## src/rtl/rf_pkg.sv

```systemverilog
// rtl/rf_pkg.sv - shared parameters, write-buffer entry and FSM state types for rf_access_ctrl
package rf_pkg;

  localparam int RF_NREGS      = 16;
  localparam int RF_WIDTH      = 16;
  localparam int RF_WBUF_DEPTH = 2;
  localparam int RF_AW         = $clog2(RF_NREGS);
  localparam int RF_IW         = $clog2(RF_WBUF_DEPTH);

  typedef struct packed {
    logic [RF_AW-1:0]    regnum;
    logic [RF_WIDTH-1:0] data;
  } wbuf_entry_t;

  typedef enum logic {
    IDLE = 1'b0,
    RESP = 1'b1
  } state_t;

  function automatic logic [RF_NREGS-1:0] onehot(input logic [RF_AW-1:0] r);
    onehot    = '0;
    onehot[r] = 1'b1;
  endfunction

endpackage

```

## src/rtl/rf_wbuf.sv

```systemverilog
// rtl/rf_wbuf.sv - in-order write buffer with push/pop, occupancy count and newest-match lookup
module rf_wbuf
  import rf_pkg::*;
(
  input  logic                clk,
  input  logic                rst,
  input  logic                push,
  input  logic [RF_AW-1:0]    push_reg,
  input  logic [RF_WIDTH-1:0] push_data,
  input  logic                pop,
  output logic [1:0]          count,
  output logic [RF_AW-1:0]    head_reg,
  output logic [RF_WIDTH-1:0] head_data,
  input  logic [RF_AW-1:0]    q1_reg,
  input  logic [RF_AW-1:0]    q2_reg,
  output logic                q1_hit,
  output logic [RF_WIDTH-1:0] q1_data,
  output logic                q2_hit,
  output logic [RF_WIDTH-1:0] q2_data
);

  wbuf_entry_t      ent [RF_WBUF_DEPTH];
  logic             pop_ok;
  logic             push_ok;
  logic [1:0]       wr_idx;

  assign pop_ok  = pop && (count != 2'd0);
  assign push_ok = push && (count < 2'(RF_WBUF_DEPTH));
  // after a pop the entries shift down, so the free slot is one lower
  assign wr_idx  = count - {1'b0, pop_ok};

  always_ff @(posedge clk) begin
    if (rst) begin
      count <= 2'd0;
      for (int i = 0; i < RF_WBUF_DEPTH; i++) ent[i] <= '0;
    end else begin
      if (pop_ok) begin
        for (int i = 0; i < RF_WBUF_DEPTH - 1; i++) ent[i] <= ent[i+1];
      end
      if (push_ok) ent[wr_idx[RF_IW-1:0]] <= '{regnum: push_reg, data: push_data};
      count <= count + {1'b0, push_ok} - {1'b0, pop_ok};
    end
  end

  assign head_reg  = ent[0].regnum;
  assign head_data = ent[0].data;

  // later (newer) entries override older ones
  always_comb begin
    q1_hit  = 1'b0;
    q1_data = '0;
    q2_hit  = 1'b0;
    q2_data = '0;
    for (int i = 0; i < RF_WBUF_DEPTH; i++) begin
      if (count > 2'(i) && ent[i].regnum == q1_reg) begin
        q1_hit  = 1'b1;
        q1_data = ent[i].data;
      end
      if (count > 2'(i) && ent[i].regnum == q2_reg) begin
        q2_hit  = 1'b1;
        q2_data = ent[i].data;
      end
    end
  end

endmodule

```

## src/rtl/rf_access_ctrl.sv

```systemverilog
// rtl/rf_access_ctrl.sv - register-file access controller; RF_BYPASS_EN selects write-buffer read bypass over read stall
module rf_access_ctrl
  import rf_pkg::*;
(
  input  logic                clk,
  input  logic                rst,
  input  logic                wr_valid,
  output logic                wr_ready,
  input  logic [3:0]          wr_reg,
  input  logic [15:0]         wr_data,
  input  logic                rd_valid,
  output logic                rd_ready,
  input  logic [3:0]          rd1_reg,
  input  logic [3:0]          rd2_reg,
  output logic                rd_resp_valid,
  input  logic                rd_resp_ready,
  output logic [15:0]         rd1_data,
  output logic [15:0]         rd2_data,
  output logic [15:0]         WriteEnable,
  output logic [15:0]         WriteData,
  output logic [15:0]         ReadEnable1,
  output logic [15:0]         ReadEnable2,
  input  logic [15:0]         Bitline1,
  input  logic [15:0]         Bitline2
);

  logic [1:0]          count;
  logic [RF_AW-1:0]    head_reg;
  logic [RF_WIDTH-1:0] head_data;
  logic                hit1, hit2;
  logic [RF_WIDTH-1:0] hdata1, hdata2;
  logic                push, pop, rd_stall, rd_accept;
  logic [RF_WIDTH-1:0] sel1, sel2;
  state_t              state, state_nxt;

  assign wr_ready = !rst && (count < 2'(RF_WBUF_DEPTH));
  // register 0 writes complete the handshake but never reach the buffer
  assign push     = wr_valid && wr_ready && (wr_reg != '0);
  assign pop      = (count != 2'd0);

  rf_wbuf u_wbuf (
    .clk       (clk),
    .rst       (rst),
    .push      (push),
    .push_reg  (wr_reg),
    .push_data (wr_data),
    .pop       (pop),
    .count     (count),
    .head_reg  (head_reg),
    .head_data (head_data),
    .q1_reg    (rd1_reg),
    .q2_reg    (rd2_reg),
    .q1_hit    (hit1),
    .q1_data   (hdata1),
    .q2_hit    (hit2),
    .q2_data   (hdata2)
  );

`ifdef RF_BYPASS_EN
  assign rd_stall = 1'b0;
`else
  // reads of a register with a pending write wait until it reaches the array
  assign rd_stall = ((rd1_reg != '0) && hit1) || ((rd2_reg != '0) && hit2);
`endif

  always_ff @(posedge clk) begin
    if (rst) state <= IDLE;
    else     state <= state_nxt;
  end

  always_comb begin
    state_nxt     = state;
    rd_ready      = 1'b0;
    rd_resp_valid = 1'b0;
    rd_accept     = 1'b0;
    case (state)
      IDLE: begin
        rd_ready  = !rst && !rd_stall;
        rd_accept = rd_valid && rd_ready;
        if (rd_accept) state_nxt = RESP;
      end
      RESP: begin
        rd_resp_valid = !rst;
        if (rd_resp_ready) state_nxt = IDLE;
      end
      default: state_nxt = IDLE;
    endcase
  end

  assign ReadEnable1 = (rd_accept && rd1_reg != '0) ? onehot(rd1_reg) : '0;
  assign ReadEnable2 = (rd_accept && rd2_reg != '0) ? onehot(rd2_reg) : '0;
  assign WriteEnable = (pop && !rst) ? onehot(head_reg) : '0;
  assign WriteData   = pop ? head_data : '0;

  // a hit can only reach this mux in the bypass build; otherwise the read stalls
  assign sel1 = (rd1_reg == '0) ? '0 : (hit1 ? hdata1 : Bitline1);
  assign sel2 = (rd2_reg == '0) ? '0 : (hit2 ? hdata2 : Bitline2);

  always_ff @(posedge clk) begin
    if (rst) begin
      rd1_data <= '0;
      rd2_data <= '0;
    end else if (rd_accept) begin
      rd1_data <= sel1;
      rd2_data <= sel2;
    end
  end

endmodule

```

## config.mk

```make
export PLATFORM = sky130hd
export DESIGN_NAME = rf_access_ctrl
export DESIGN_NICKNAME = d
export VERILOG_FILES = /design/src/rtl/rf_pkg.sv /design/src/rtl/rf_wbuf.sv /design/src/rtl/rf_access_ctrl.sv
export SDC_FILE = /design/constraint.sdc
export NUM_CORES = 1
export LEC_CHECK = 0
export CORE_MARGIN = 4
export CORE_UTILIZATION = 51
export DETAILED_ROUTE_END_ITERATION = 6
export PLACE_DENSITY = 0.95
export SLEW_MARGIN = 20
export SYNTH_ARGS = -nofsm -noshare
export SYNTH_HDL_FRONTEND = slang
export SYNTH_HIERARCHICAL = 1
export SYNTH_SLANG_ARGS = --single-unit
export TNS_END_PERCENT = 50
```

## constraint.sdc

```tcl
create_clock -name clk -period 4.4 [get_ports clk]
set_input_delay 0.44 -clock clk [delete_from_list [all_inputs] [get_ports clk]]
set_output_delay 0.44 -clock clk [all_outputs]
set_load 0.01 [all_outputs]
```

* Yosys cells after proc, flatten, opt, wreduce, memory -nomap -nowiden
Memories as Yosys holds them, arrays and structs flattened.
Index checks and enable logic that the tools add are counted.
** Word-level totals
- Memories kept :: 1
- Bits in registers :: 35
- Logic and storage cells :: 91
- Memory bits (writable) :: 40
- Output and inout port bits :: 99
** Cells by class
- Bitwise gates (word level) :: 2
- $add $sub $neg :: 3
- Equality and inequality tests :: 4
- Muxes and demuxes :: 40
- $lt $le $gt $ge :: 9
- Reduce and logical (&&, ||, !) cells :: 28
** Memories
- u_wbuf.ent :: words 2, bits a word 20, read ports 2, clocked after memory_dff 0, wr ports 2, RTL line rf_wbuf.sv:22 : wbuf_entry_t ent [RF_WBUF_DEPTH];
** Operator list (count)
- $mux 16 :: 12
- $mux 20 :: 2
- $mux 1 :: 22
- $reduce_or 20->1 :: 1
- $logic_and 1x1->1 :: 18
- $eq 4x4->1 :: 4
- $lt 4x5->1 const B :: 3
- $demux 1 s4 :: 3
- $ge 4x1->1 const B :: 3
- $reduce_bool 4->1 :: 3
- $logic_not 4->1 :: 2
- $gt 2x1->1 const B :: 2
- $add 2x1->2 :: 1
- $logic_not 1->1 :: 2
- $lt 2x2->1 const B :: 1
- $pmux 1 s2 :: 1
- $reduce_bool 2->1 :: 1
- $sub 2x1->2 :: 1
- $logic_or 1x1->1 :: 1
- $not 1->1 :: 1
- $or 1x1->1 :: 1
- $sub 1x1->1 :: 1

* Depth between registers and ports, before layout
Gate-level depths: netlist of run 1.
- Word-level depth :: 12
- Gate-level depth with buffers :: 12
- Depth with buffers taken out :: 9

* By module
The synthesis of run 1 kept the hierarchy.
** By module, submodules not included
- rf_access_ctrl :: area an instance 2519.9 µm², cells an instance 286, times used 1
- rf_wbuf :: area an instance 2493.6 µm², cells an instance 220, times used 1

* Least setup slack after synthesis of run 1
Ideal clock, no wire load.
- Kind :: input to output
- From :: input rd1_reg[1]
- To :: output ReadEnable1[10]
- Arrival time :: 2.721 ns
- Stages on the path :: 9
- Path slack :: 1.239 ns
- Required time :: 3.960 ns
- Cells stage by stage :: xor2_1 nor4_4 buf_6 o21bai_1 clkbuf_1 inv_1 o221ai_2 clkbuf_1 nor3_1
** On the way
- Word-level cells in the longest chain between the ends :: 12
- Elaborated cells on any way between the ends :: 20
** RTL lines
- start, declared :: RTL line rf_access_ctrl.sv:13 : input logic [3:0] rd1_reg,
- $eq 4x4->1 :: RTL line rf_wbuf.sv:55 : if (count > 2'(i) && ent[i].regnum == q1_reg) begin
- $logic_and 1x1->1 :: RTL line rf_wbuf.sv:55
- $mux 1 :: RTL line rf_wbuf.sv:55
- $mux 1 (*) :: RTL line rf_wbuf.sv:55
- net hit1 :: RTL line rf_access_ctrl.sv:30 : logic hit1, hit2;
- $logic_and 1x1->1 (*) :: RTL line rf_access_ctrl.sv:63 : assign rd_stall = ((rd1_reg != '0) && hit1) || ((rd2_reg != '0) && hit2);
- $logic_or 1x1->1 (*) :: RTL line rf_access_ctrl.sv:63
- $logic_not 1->1 (*) :: RTL line rf_access_ctrl.sv:78 : rd_ready = !rst && !rd_stall;
- $logic_and 1x1->1 (*) :: RTL line rf_access_ctrl.sv:78
- $logic_and 1x1->1 (*) :: RTL line rf_access_ctrl.sv:79 : rd_accept = rd_valid && rd_ready;
- $mux 1 (*) :: RTL line rf_access_ctrl.sv:76 : case (state)
- $logic_and 1x1->1 (*) :: RTL line rf_access_ctrl.sv:90 : assign ReadEnable1 = (rd_accept && rd1_reg != '0) ? onehot(rd1_reg) : '0;
- $mux 16 (*) :: RTL line rf_access_ctrl.sv:90
- end, declared :: RTL line rf_access_ctrl.sv:21 : output logic [15:0] ReadEnable1,
Mark *: on every way through the listed nets, which the timed path passes. The rest lies on a longest branch.

* Worst setup path in the final report of run 1
- From :: input rd2_reg[0]
- To :: output ReadEnable2[7]
** On the way
- Word-level cells in the longest chain between the ends :: 12
- Elaborated cells on any way between the ends :: 20
** RTL lines
- start, declared :: RTL line rf_access_ctrl.sv:14 : input logic [3:0] rd2_reg,
- $eq 4x4->1 :: RTL line rf_wbuf.sv:59 : if (count > 2'(i) && ent[i].regnum == q2_reg) begin
- $logic_and 1x1->1 :: RTL line rf_wbuf.sv:59
- $mux 1 :: RTL line rf_wbuf.sv:59
- $mux 1 (*) :: RTL line rf_wbuf.sv:59
- net hit2 :: RTL line rf_access_ctrl.sv:30
- $logic_and 1x1->1 (*) :: RTL line rf_access_ctrl.sv:63
- $logic_or 1x1->1 (*) :: RTL line rf_access_ctrl.sv:63
- $logic_not 1->1 (*) :: RTL line rf_access_ctrl.sv:78
- $logic_and 1x1->1 (*) :: RTL line rf_access_ctrl.sv:78
- $logic_and 1x1->1 (*) :: RTL line rf_access_ctrl.sv:79
- $mux 1 (*) :: RTL line rf_access_ctrl.sv:76
- $logic_and 1x1->1 (*) :: RTL line rf_access_ctrl.sv:91 : assign ReadEnable2 = (rd_accept && rd2_reg != '0) ? onehot(rd2_reg) : '0;
- $mux 16 (*) :: RTL line rf_access_ctrl.sv:91
- end, declared :: RTL line rf_access_ctrl.sv:22 : output logic [15:0] ReadEnable2,
Marked as above.

==> results.cfg, run 1 <==
[global_route]
grt_pass1_wl_um = 22680
grt_pass1_vias = 4245
grt_max_degree = 74
grt_overflow = 0
grt_antenna_before_repair = 0
track_usage = 0.2535

[power_and_ir_drop]
powerDensity_mw_per_mm2 = 293.4
p_leak_nw = 2.485
ir_drop_v = 0.0003232

[min_path]
hp-class = register to register
worstHoldStart = state

[floorplan]
core_mm2 = 0.009415
die_w_um = 107.2
std_cell_rows = 35
io_pins = 164
die_area_mm2 = 0.01148
initial_core_util = 0.5325
die_h_um = 107.2

[cts]
cts_root_buffer = clkbuf_8
cts_hold_buf = 0
cts_inserted_buffers = 9
path_clk_slew_ps = 80
cts.path.max_buffers = 2
cts_tree = built
clock-sinks = 75
htreeDepth = 3
worstSkewPairLatency_ps = 340
cts-resized-gates = 0
cts_setup_buffers = 0

[placed_design]
place_area_mm2 = 0.006706
place_ws_ps = 622.6
globalplace.congestion = 0.8324
portBuffers = 161
dp_hpwl_um = 11210

[sta]
slew_headroom = 0.3547
tightest_slew_ps = 965.0
min_period_ps = 3792
drv_slew = 0
hold_violations = 0
setup_viol_count_final = 0
max_freq_ghz = 0.2637
layout_setup_ws_ps = 607.8
setup-tns-final_ps = 0
finClkSkew_ps = 12.91
rsz0062_at_grt = false
post-route-period-util = 0.8619

[cells_and_area]
utilization = 0.7337
fin_area_mm2 = 0.006908
antenna_cells = 0
final_common_cell = clkdlybuf4s50_1
nets = 720
area_growth_pct = 37.78
drive_above_1_share = 0.1608
layout_common_cells = clkdlybuf4s50_1 (160), nor3_1 (54), nor2b_1 (52), nor2_1 (50), edfxtp_1 (40)

[critical_path]
startpoint_type = input pin
crit_type = input pin to primary output
crit_family = buffers and inverters
worst_path_most_repeated_cell = clkdlybuf4s50_1
crit_start = rd2_reg[0]
crit_path_cell_trace = clkdlybuf4s50_1 > xnor2_1 > nand4_1 > buf_4 > o21bai_2 > inv_1 > o221ai_4 > nor3_1 > clkdlybuf4s50_1
rr_startpoint = u_wbuf/ent[0][18]
cp.buffers_inverters = 4
crit_slowest_cell = clkdlybuf4s50_1
required_ps = 3960
max_stage_delay_ps = 800
critical_path.max_fanout = 31
crit_path_end_kind = primary output
cp.arrival_ps = 3350

[synthesis]
ys_ff_latch = 75
synth.distinct_cells = 36
syn_area_mm2 = 0.005014
synthCells = 506
seq_area_frac_synth = 0.3793
avgSynthCellArea_um2 = 9.908
yosys_warnings = 6

[routing]
first_pass_iters = 5
ant_nets = 0
finalWirelength_um = 14820
drt_iter0_drc = 269
post_drt_wl_per_cell_um = 18.81
avgViaCountPerCell = 5.471
route.vias.total = 4311
drc = 0

[outcome]
outcome = complete, no violations

[job]
max-cap-violations = 0
## metal layers
layer,up-vias,global-route usage,wire [um]
met1,2011,0.3401,6260
met3,25,0.04756,975
met5,-,0,0
met2,193,0.4147,7275
met4,0,0.07763,311
li1,2082,-,-
## cell usage after synthesis (all sizes together)
cell type	instances	area share
mux2	64	0.17
nor3	55	0.055
nor2b	52	0.065
nor2	51	0.038
edfxtp	40	0.24
dfxtp	35	0.14
mux2i	32	0.064
nand2	27	0.020
clkbuf	23	0.017
and2	21	0.026
a22o	20	0.035
nor4	18	0.034
buf	14	0.021
nand2b	10	0.012
xnor2	10	0.017
xor2	7	0.012
inv	5	0.0037
o21ai	3	0.0030
or2	3	0.0037
nand4	2	0.0025
nor3b	2	0.0030
o21bai	2	0.0030
or4b	2	0.0040
a21oi	1	0.0010
conb	1	0.00075
ha	1	0.0025
nand3b	1	0.0015
nand4bb	1	0.0022
o221ai	1	0.0030
o22ai	1	0.0012
or4	1	0.0015
## flip-flops by register name, summed over array words and instances, names as in the netlist
signal / count
u_wbuf/count: 2
rd1_data: 16
u_wbuf/ent: 40
rd2_data: 16
state: 1
## power by group
part	internal [mW]	total [mW]	leakage (nW)	switching [mW]
logic	0.294	0.618	1.69	0.324
clock network	0.262	0.523	0.0866	0.261
registers	0.822	0.886	0.705	0.0648
## metrics by stage
stage,hold WS (ps),cells,total power [mW]
2_1_floorplan,486.2,507,1.240
3_3_place_gp,524.0,772,1.480
3_5_place_dp,542.3,772,1.506
4_1_cts,559.5,788,2.024
5_1_grt,606.4,788,2.118
6_report,559.6,788,2.027
## tightest hold or removal path, stage by stage (launching register included)
cell      delay, ps
dfxtp_1         330
nand2b_1        100
o21ai_0          80
## cells by family after synthesis
logic type               after synthesis  share of synthesized area
AO/OA/AOI/OAI                         28                    0.04642
XOR/XNOR                              17                    0.02970
adder cells (fa/ha/maj)                1                   0.002495
buffers and inverters                 42                    0.04217
flip-flops                            75                     0.3793
multiplexers                          96                     0.2294
other                                  1                  0.0007480
AND/OR/NAND/NOR                      246                     0.2698
## final timing paths
kind                    endpoint  slack [ps]  cells past startpoint
setup / recovery  ReadEnable2[7]         610                      9
hold / removal             state         560                      2
setup reg to reg    rd2_data[10]        1270                      8
hold reg to reg            state         560                      2
## layout make-up
type	instances	area, um2
Multi-Input combinational cell	390	2937
Fill cell	677	2507
Sequential cell	75	1902
Timing Repair Buffer	173	1697
Tap cell	129	161.4
Clock buffer	10	127.6
Clock inverter	6	65.06
Inverter	5	18.77
Note: power is estimated with default switching activity, not from simulation.
==> run 2, diff against run 1 <==
--- a/config.mk
+++ b/config.mk
@@ -5,6 +5,7 @@
 export SDC_FILE = /design/constraint.sdc
 export NUM_CORES = 1
 export LEC_CHECK = 0
+export ABC_AREA = 0
 export CORE_MARGIN = 4
 export CORE_UTILIZATION = 51
 export DETAILED_ROUTE_END_ITERATION = 6
==> results of run 2 <==
Same layout as run 1: the final DEF is identical, and so are final timing and power.
==> run 3, diff against run 2 <==
--- a/config.mk
+++ b/config.mk
@@ -10,7 +10,6 @@
 export CORE_UTILIZATION = 51
 export DETAILED_ROUTE_END_ITERATION = 6
 export PLACE_DENSITY = 0.95
-export SLEW_MARGIN = 20
 export SYNTH_ARGS = -nofsm -noshare
 export SYNTH_HDL_FRONTEND = slang
 export SYNTH_HIERARCHICAL = 1
==> results.cfg, run 3 (same netlist as run 1, synthesis figures left out) <==
[floorplan]
std_cell_rows = 35
die_h_um = 107.2
core_mm2 = 0.009415
die_w_um = 107.2
die_area_mm2 = 0.01148
io_pins = 164
initial_core_util = 0.5325

[sta]
drv_slew = 0
layout_setup_ws_ps = 598.6
slew_headroom = 0.1578
setup_viol_count_final = 0
timing.hold.ws_ps = 559.2
min_period_ps = 3801
hold_violations = 0
post-route-period-util = 0.8640
setup-tns-final_ps = 0
finClkSkew_ps = 11.13
rsz0062_at_grt = false
tightest_slew_ps = 1259
max_freq_ghz = 0.2631

[power_and_ir_drop]
p_int_mw = 1.377
ir_drop_v = 0.0003235
seqPwrFrac = 0.439
powerDensity_mw_per_mm2 = 292.7
p_leak_nw = 2.485
power.total_mw = 2.020
pwr-share-comb = 0.304
p_switching_mw = 0.6426
switching_share = 0.3182
power_frac_clock = 0.258

[cells_and_area]
finalNonFillerCells = 788
top_regs = u_wbuf/ent (40), rd1_data (16), rd2_data (16)
drive_above_1_share = 0.1593
nets = 720
regMostFlops = u_wbuf/ent
n_fill_cell = 678
area_growth_pct = 37.61
layout_common_cells = clkdlybuf4s50_1 (160), nor3_1 (54), nor2b_1 (52), nor2_1 (51), edfxtp_1 (40)
final_common_cell = clkdlybuf4s50_1
largest_reg_flops = 40
antenna_cells = 0
multi_input_area_mm2 = 0.002928
register_area_mm2 = 0.001902

[cts]
cts_root_buffer = clkbuf_8
clock-sinks = 75
cts_inserted_buffers = 9
htreeDepth = 3
cts_hold_buf = 0
cts_setup_buffers = 0
cts.path.max_buffers = 2
cts-resized-gates = 0
worstSkewPairLatency_ps = 340
path_clk_slew_ps = 70
cts_tree = built

[critical_path]
crit_family = buffers and inverters
required_ps = 3960
crit_start = rd2_reg[0]
crit_path_cell_trace = clkdlybuf4s50_1 > xnor2_1 > nand4_1 > buf_4 > o21bai_2 > inv_1 > o221ai_4 > nor3_1 > clkdlybuf4s50_1
worst_path_most_repeated_cell = clkdlybuf4s50_1
rr_startpoint = u_wbuf/count[1]
critical_path.max_fanout = 31
crit_path_end_kind = primary output
startpoint_type = input pin
crit_type = input pin to primary output
crit_slowest_cell = clkdlybuf4s50_1
cp.arrival_ps = 3360
cp.buffers_inverters = 4
ff2ff_setup_slack_ps = 1270
max_stage_delay_ps = 810

[routing]
route.vias.total = 4309
post_drt_wl_per_cell_um = 18.69
first_pass_iters = 4
drc = 0
avgViaCountPerCell = 5.468
finalWirelength_um = 14730
drt_iter0_drc = 266
ant_nets = 0

[global_route]
grt_pass1_vias = 4245
grt_antenna_before_repair = 0
track_usage = 0.2535
grt_overflow = 0
grt_max_degree = 74
grt_pass1_wl_um = 22680

[outcome]
outcome = complete, no violations

[placed_design]
placed_cells = 772
globalplace.congestion = 0.8324
place_ws_ps = 622.6
portBuffers = 161
dp_hpwl_um = 11210

[min_path]
worstHoldStart = state
hp-class = register to register

[job]
max-cap-violations = 0
[run 3: cell counts in the layout (fill, tap and decap cells not counted)]
No cell type changed its count.
[run 3: worst paths after layout]
| path | depth (start not counted) | end |
|---|---|---|
| worst max-delay path | 9 | ReadEnable2[7] |
| worst min-delay path | 2 | state |
| worst max register to register | 6 | u_wbuf/ent[1][5] |
| worst min register to register | 2 | state |
[run 3: worst min-delay path, stage by stage, from the launching register on]
cell and delay (ps):
dfxtp_1 330, nand2b_1 100, o21ai_0 80
[run 3: layer usage]
layer / routed length, um / GRT usage
met5: 0 / 0
met4: 311 / 0.07763
met3: 989 / 0.04756
met2: 7180 / 0.4147
met1: 6243 / 0.3401
[run 3: per-stage QoR]
step | utilization | cell area [um2]
floorplan | - | 5017
global placement | 0.7123 | 6706
detailed placement | 0.7123 | 6706
CTS | 0.7328 | 6899
global route | 0.7328 | 6899
finish | 0.7328 | 6899
[run 3: area by class of cell]
class                   count  share of cell area
multi-input cells         390              0.4244
flip-flops and latches     75              0.2757
repair buffers            173              0.2459
well taps                 129             0.02340
clock buffers              10             0.01850
clock inverters             6            0.009431
inverters                   5            0.002720
[run 3: power by group through the flow]
stage / combinational [mW] / clock [mW] / sequential, mW
floorplan: 0.355 / 0 / 0.884
global placement: 0.587 / 0 / 0.894
CTS: 0.612 / 0.528 / 0.884
global route: 0.660 / 0.559 / 0.896
detailed placement: 0.607 / 0 / 0.899
finish: 0.613 / 0.521 / 0.886
